**config.mk**
```make
export PLATFORM = sky130hd
export DESIGN_NAME = dsi_line_scheduler
export DESIGN_NICKNAME = d
export VERILOG_FILES = /design/src/rtl/dsi_pkg.sv /design/src/rtl/dsi_vtiming_counter.sv /design/src/rtl/dsi_line_scheduler.sv
export SDC_FILE = /design/constraint.sdc
export NUM_CORES = 1
export LEC_CHECK = 0
export CAP_MARGIN = 10
export CELL_PAD_IN_SITES_DETAIL_PLACEMENT = 1
export CELL_PAD_IN_SITES_GLOBAL_PLACEMENT = 1
export CORE_MARGIN = 2
export CORE_UTILIZATION = 26
export DETAILED_ROUTE_END_ITERATION = 8
export PLACE_DENSITY = 0.6
export SYNTH_ARGS = -nofsm -noshare
export SYNTH_HDL_FRONTEND = slang
export SYNTH_SLANG_ARGS = --single-unit
```
**constraint.sdc**
```tcl
create_clock -name clk -period 5.3 [get_ports clk]
set_clock_uncertainty 0.2 [all_clocks]
set_input_delay 1.06 -clock clk [delete_from_list [all_inputs] [get_ports clk]]
set_output_delay 1.06 -clock clk [all_outputs]
set_load 0.01 [all_outputs]
```
**src/rtl/dsi_pkg.sv**
```systemverilog
// dsi_pkg: shared packet types, scheduler states and DSI data-type codes
package dsi_pkg;
  typedef enum logic [2:0] {
    PKT_VSS   = 3'd0,
    PKT_HSS   = 3'd1,
    PKT_HBP   = 3'd2,
    PKT_RGB   = 3'd3,
    PKT_HFP   = 3'd4,
    PKT_BLANK = 3'd5,
    PKT_CMD   = 3'd6
  } pkt_type_e;
  typedef logic [3:0] state_t;
  localparam state_t ST_IDLE = 4'd0;
  localparam state_t ST_SYNC = 4'd1;
  localparam state_t ST_HBP  = 4'd2;
  localparam state_t ST_RGB  = 4'd3;
  localparam state_t ST_HFP  = 4'd4;
  localparam state_t ST_FILL = 4'd5;
  localparam state_t ST_CMD  = 4'd6;
  localparam state_t ST_WAIT = 4'd7;
  localparam state_t ST_LPM  = 4'd8;
  localparam logic [7:0] DT_VSS    = 8'h01;
  localparam logic [7:0] DT_HSS    = 8'h21;
  localparam logic [7:0] DT_BLANK  = 8'h19;
  localparam logic [7:0] DT_RGB888 = 8'h3E;
endpackage

```
**src/rtl/dsi_vtiming_counter.sv**
```systemverilog
// dsi_vtiming_counter: per-line cycle timer, frame line counter and region decode
module dsi_vtiming_counter #(
  parameter int LINE_W = 16,
  parameter int VCNT_W = 12
) (
  input  logic              clk,
  input  logic              rst_n,
  input  logic              start,
  input  logic              advance,
  input  logic [LINE_W-1:0] line_period,
  input  logic [VCNT_W-1:0] vsa_lines,
  input  logic [VCNT_W-1:0] vbp_lines,
  input  logic [VCNT_W-1:0] vact_lines,
  input  logic [VCNT_W-1:0] vfp_lines,
  output logic [LINE_W-1:0] timer,
  output logic [VCNT_W-1:0] line_cnt,
  output logic              line_end,
  output logic              last_line,
  output logic              active,
  output logic              line_start,
  output logic              frame_start
);
  localparam int CW = VCNT_W + 2;
  logic [LINE_W-1:0] timer_q, timer_d;
  logic [VCNT_W-1:0] cnt_q, cnt_d;
  logic              ls_q, ls_d, fs_q, fs_d;
  logic [CW-1:0]     act_lo, act_hi, total, cnt_x;
  assign act_lo    = CW'(vsa_lines) + CW'(vbp_lines);
  assign act_hi    = act_lo + CW'(vact_lines);
  assign total     = act_hi + CW'(vfp_lines);
  assign cnt_x     = CW'(cnt_q);
  assign last_line = cnt_x == total - CW'(1);
  assign active    = cnt_x >= act_lo && cnt_x < act_hi;
  assign line_end  = timer_q == '0;
  assign timer     = timer_q;
  assign line_cnt  = cnt_q;
  assign line_start  = ls_q;
  assign frame_start = fs_q;
  // reload the timer on every new line, otherwise count down to zero and hold
  always_comb begin
    timer_d = (start || advance) ? line_period : (line_end ? timer_q : timer_q - LINE_W'(1));
    cnt_d   = start ? '0 : advance ? (last_line ? '0 : cnt_q + VCNT_W'(1)) : cnt_q;
    ls_d    = start || advance;
    fs_d    = start || (advance && last_line);
  end
  // timing state registers
  always_ff @(posedge clk or negedge rst_n) begin
    if (!rst_n) begin
      timer_q <= '0;
      cnt_q   <= '0;
      ls_q    <= 1'b0;
      fs_q    <= 1'b0;
    end else begin
      timer_q <= timer_d;
      cnt_q   <= cnt_d;
      ls_q    <= ls_d;
      fs_q    <= fs_d;
    end
  end
endmodule

```
**src/rtl/dsi_line_scheduler.sv**
```systemverilog
// dsi_line_scheduler: sequences DSI video-mode packets, LPM/blank fill and command slots per line
module dsi_line_scheduler
  import dsi_pkg::*;
#(
  parameter int LINE_W = 16,
  parameter int VCNT_W = 12
) (
  input  logic              clk,
  input  logic              rst_n,
  input  logic              stream_enable,
  input  logic              lpm_enable,
  input  logic [LINE_W-1:0] line_period,
  input  logic [VCNT_W-1:0] vsa_lines,
  input  logic [VCNT_W-1:0] vbp_lines,
  input  logic [VCNT_W-1:0] vact_lines,
  input  logic [VCNT_W-1:0] vfp_lines,
  input  logic              cmd_pending,
  input  logic [LINE_W-1:0] cmd_min_cycles,
  output logic              pkt_req,
  output logic [2:0]        pkt_type,
  input  logic              pkt_done,
  output logic              lpm_rqst,
  output logic              frame_start,
  output logic              line_start,
  output logic              line_overrun
);
  state_t            state_q, state_d, succ, chk_state;
  pkt_type_e         type_q, type_d, req_type;
  logic              req_q, req_d, ovr_q, ovr_d, pend_q, pend_d, en_q;
  logic              start, advance, boundary, stop, in_req, wait_st;
  logic [LINE_W-1:0] timer;
  logic [VCNT_W-1:0] line_cnt;
  logic              line_end, last_line, active;
  dsi_vtiming_counter #(.LINE_W(LINE_W), .VCNT_W(VCNT_W)) u_vt (
    .clk        (clk),
    .rst_n      (rst_n),
    .start      (start),
    .advance    (advance),
    .line_period(line_period),
    .vsa_lines  (vsa_lines),
    .vbp_lines  (vbp_lines),
    .vact_lines (vact_lines),
    .vfp_lines  (vfp_lines),
    .timer      (timer),
    .line_cnt   (line_cnt),
    .line_end   (line_end),
    .last_line  (last_line),
    .active     (active),
    .line_start (line_start),
    .frame_start(frame_start)
  );
  assign wait_st   = state_q == ST_WAIT || state_q == ST_LPM;
  assign in_req    = state_q != ST_IDLE && !wait_st;
  assign chk_state = (cmd_pending && timer >= cmd_min_cycles) ? ST_CMD :
                     (lpm_enable && !active) ? ST_LPM : ST_WAIT;
  assign succ      = state_q == ST_SYNC ? (active ? ST_HBP : lpm_enable ? ST_LPM : ST_FILL) :
                     state_q == ST_HBP ? ST_RGB : state_q == ST_RGB ? ST_HFP : chk_state;
  assign req_type  = state_q == ST_SYNC ? (line_cnt == '0 ? PKT_VSS : PKT_HSS) :
                     state_q == ST_HBP ? PKT_HBP : state_q == ST_RGB ? PKT_RGB :
                     state_q == ST_HFP ? PKT_HFP : state_q == ST_FILL ? PKT_BLANK : PKT_CMD;
  assign boundary  = wait_st ? line_end : (in_req && req_q && pkt_done && (pend_q || line_end));
  assign stop      = last_line && !stream_enable;
  assign start     = state_q == ST_IDLE && stream_enable;
  assign advance   = boundary && !stop;
  assign pkt_req      = req_q;
  assign pkt_type     = type_q;
  assign lpm_rqst     = state_q == ST_LPM;
  assign line_overrun = ovr_q;
  // packet handshake, overrun tracking and line-boundary sequencing
  always_comb begin
    state_d = start ? ST_SYNC : state_q;
    req_d   = req_q;
    type_d  = type_q;
    pend_d  = pend_q;
    ovr_d   = ovr_q && !(stream_enable && !en_q);
    if (in_req && line_end) begin
      ovr_d  = 1'b1;
      pend_d = 1'b1;
    end
    if (in_req && !req_q) begin
      req_d  = 1'b1;
      type_d = req_type;
    end
    if (in_req && req_q && pkt_done) begin
      req_d   = 1'b0;
      state_d = succ;
    end
    if (boundary) begin
      state_d = stop ? ST_IDLE : ST_SYNC;
      pend_d  = 1'b0;
    end
  end
  // scheduler registers; reset drops the request immediately
  always_ff @(posedge clk or negedge rst_n) begin
    if (!rst_n) begin
      state_q <= ST_IDLE;
      req_q   <= 1'b0;
      type_q  <= PKT_VSS;
      ovr_q   <= 1'b0;
      pend_q  <= 1'b0;
      en_q    <= 1'b0;
    end else begin
      state_q <= state_d;
      req_q   <= req_d;
      type_q  <= type_d;
      ovr_q   <= ovr_d;
      pend_q  <= pend_d;
      en_q    <= stream_enable;
    end
  end
endmodule

```
==> impl_results.md <==
* Die ar. at 0.0227 sq mm
* Drt total wl at 17,700 um
* Vias at 5,648
* CP required at 5270 ps
* Crit path largest cell delay at 340 ps
* Fmax at 153 MHz
* Largest net degree at the start of global routing at 42
* Layout area overhead at 46.2%
* Largest cells by area after synthesis: ha_1, dfrtp_1, inv_1
* Row count at 53
* Synthesis Warnings at 0
* Post-synth EDFFs at 0
* Design Power at 3.54 mW
* Root Buffer: clkbuf_16
* Worst rel slew slack at 0.353
* Min Tclk post-route at 6530 ps
* Diodes inserted at 0
* Static leakage at 3.93 nW
* Area of the core at 0.0211 sq mm
* Synthesized Nets at 839
* Hold Buf Count CTS at 0
* Pre-CTS setup slack at -2080 ps
* Peak supply drop at 140 uV
* Critical path capture point type: flop
* Synth Flop Type: dfrtp_1
* Final ANT Viol Nets at 0
* Worst Setup Start Kind: primary input
* Setup CP Type: primary input to flop
* Gate Count Post-Synth at 661
* # clock sinks at 41
* Synth Register Bits at 41
* Setup TNS at -39,090 ps
* Slew Viols, Final at 0
* Period Utilization, post-route at 1.23
* R2R setup slack at 1960 ps
* PwrDens at 433 mW/mm^2
* Port buffer count at 93
* Sequential area share after synthesis at 0.183
* CP arrival at 6500 ps
* Worst slew pin tran at 967 ps
* Max-cap violations at 0
* First-pass GRT wire length at 29,300 um
* Total CTS buffers at 5
* Htree depth at 2
* Yosys top cell area share at 0.199
* Number of global-route vias before repair at 6,208
* RSZ-0062 raised after global routing: true
* Setup ws final at -1230 ps
* Drt via density at 4.94
* Post-route DRC at 0
* Crit path max fanout at 5
* GP Congestion at 0.854
* Syn Std Cell Area at 0.00559 sq mm
* Iteration-0 DRC Markers at 207
* Post-DP Area at 0.00770 sq mm
* CTS Buffer Depth at 2
* HP Class: flop to flop
* Clock latency on the worst-skew pair at 280 ps
* Syn avg cell area at 8.46 sq um
* CTS tree: built
* Finished Cell Area at 0.00818 sq mm
* Layout net count at 1,045
* Fill cell count at 2,488
* Global-route usage over all layers at 0.160
* IO Count at 94
* Crit-path most repeated cell: ha_4
* Share of layout cells above drive strength 1 at 0.252
* Initial DRT Pass Iterations at 4
* Clk pin slew, worst setup/hold paths at 60 ps
* Die Width at 151 um
* FFs w/ async S/R, synth at 1.00
* Die height at 151 um
* Post-synth cell types at 85
* Starting density of the core at 0.265
* Failing checks: negative setup slack
* Hold Fails Final Rpt at 0
* Grt total ovfl at 0
* Initial antenna violation count at 0
* Final Util at 0.388
* Final-report setup violation count at 34
* Wire length per cell at 15.5 um
* Post-synth top area cell: ha_1
* Post-DP HPWL at 14,700 um
* Status: complete, but fails checks
* Critical path's slowest cell: nor4_4
[power by group]
| part | total [mW] | switching, mW | internal, mW |
|---|---|---|---|
| clock network | 0.357 | 0.122 | 0.235 |
| logic | 2.60 | 1.22 | 1.37 |
| registers | 0.583 | 0.172 | 0.411 |
| total | 3.54 | 1.52 | 2.02 |
[critical path, delay by kind of cell]
family	cells	cell delay [ps]
AO/OA/AOI/OAI	11	1860
XOR/XNOR	2	300
adder cells (fa/ha/maj)	5	1280
buffers and inverters	4	350
multiplexers	2	530
AND/OR/NAND/NOR	7	1080
[flip-flops by register name (all words and copies together), names as in the netlist]
register	cells
pkt_req	1
pkt_type	3
en_q	1
u_vt.timer	16
u_vt.line_cnt	12
u_vt.line_start	1
pend_q	1
state_q	4
u_vt.frame_start	1
line_overrun	1
[cell families after synthesis]
kind of cell               Yosys count  share of synthesized area
AOI/OAI and AO/OA                  171                      0.216
xor gates and xnor gates            50                     0.0796
adders and majority gates           92                      0.210
buffers and inverters              102                     0.0736
DFF                                 41                      0.183
muxes                               21                     0.0519
and+or+nand+nor                    184                      0.185
[final timing paths]
| kind | from | end | cells after the start |
|---|---|---|---|
| max reg2reg | u_vt.timer[0] | u_vt.timer[1] | 7 |
| min in group asynchronous | rst_n | u_vt.timer[7] | 1 |
| max | vsa_lines[0] | u_vt.timer[1] | 31 |
| min reg2reg | en_q | line_overrun | 2 |
| max in group asynchronous | rst_n | u_vt.line_cnt[4] | 1 |
| min | en_q | line_overrun | 2 |
[synth_stat cells, types with 12 or more instances]
library cell,n
a211oi_1,12
a21o_1,20
a21oi_1,31
dfrtp_1,41
ha_1,89
inv_1,83
mux2_4,13
nand2_1,34
nand3_1,12
nor2_1,44
nor3_1,15
o21ai_0,30
xnor2_1,28
xor2_1,21
[placed cells by master, fill, tap and decap left out, types with 6 or more instances in the layout]
cell,n
buf_6,10
and3_1,9
dfrtp_1,41
inv_1,78
a21oi_2,7
buf_4,115
a21o_1,20
ha_1,83
a21oi_1,25
clkdlybuf4s50_1,82
mux2_4,15
nand2b_1,8
nand4_1,11
o21ai_1,8
o211ai_1,6
nand2_1,34
o21a_1,6
xnor2_1,27
nor2_1,44
nand3_1,11
nor3_1,13
a22o_1,7
ha_4,6
xor2_1,16
o21ai_0,25
a211oi_1,10
[cell type report]
cell class / instances / area (sq um) / share of cell area
clock buffers: 7 / 143 / 0.0174
multi-input cells: 518 / 4430 / 0.542
flip-flops and latches: 41 / 1030 / 0.125
repair buffers: 217 / 1880 / 0.230
clock inverters: 1 / 30.0 / 0.00367
well taps: 275 / 344 / 0.0421
inverters: 84 / 318 / 0.0389
[stage by stage]
stage | instances | hold WS (ps)
final | 1143 | 282
after global routing | 1143 | 344
after CTS | 1140 | 295
after detailed placement | 1121 | 281
after global placement | 1121 | 278
after floorplan | 661 | 242
[timing repair]
action	in CTS	in global routing
cloned	2	0
pin swaps	32	25
endpoints found under the setup margin	34	34
setup buffers	10	6
gates resized for setup	55	20
[layer usage]
layer	global-route usage	wire, um
met4	0.0435	376
met3	0.0182	690
met2	0.302	8960
met5	0	0
met1	0.189	7650
No activity file was read; power rests on OpenSTA's default activity.
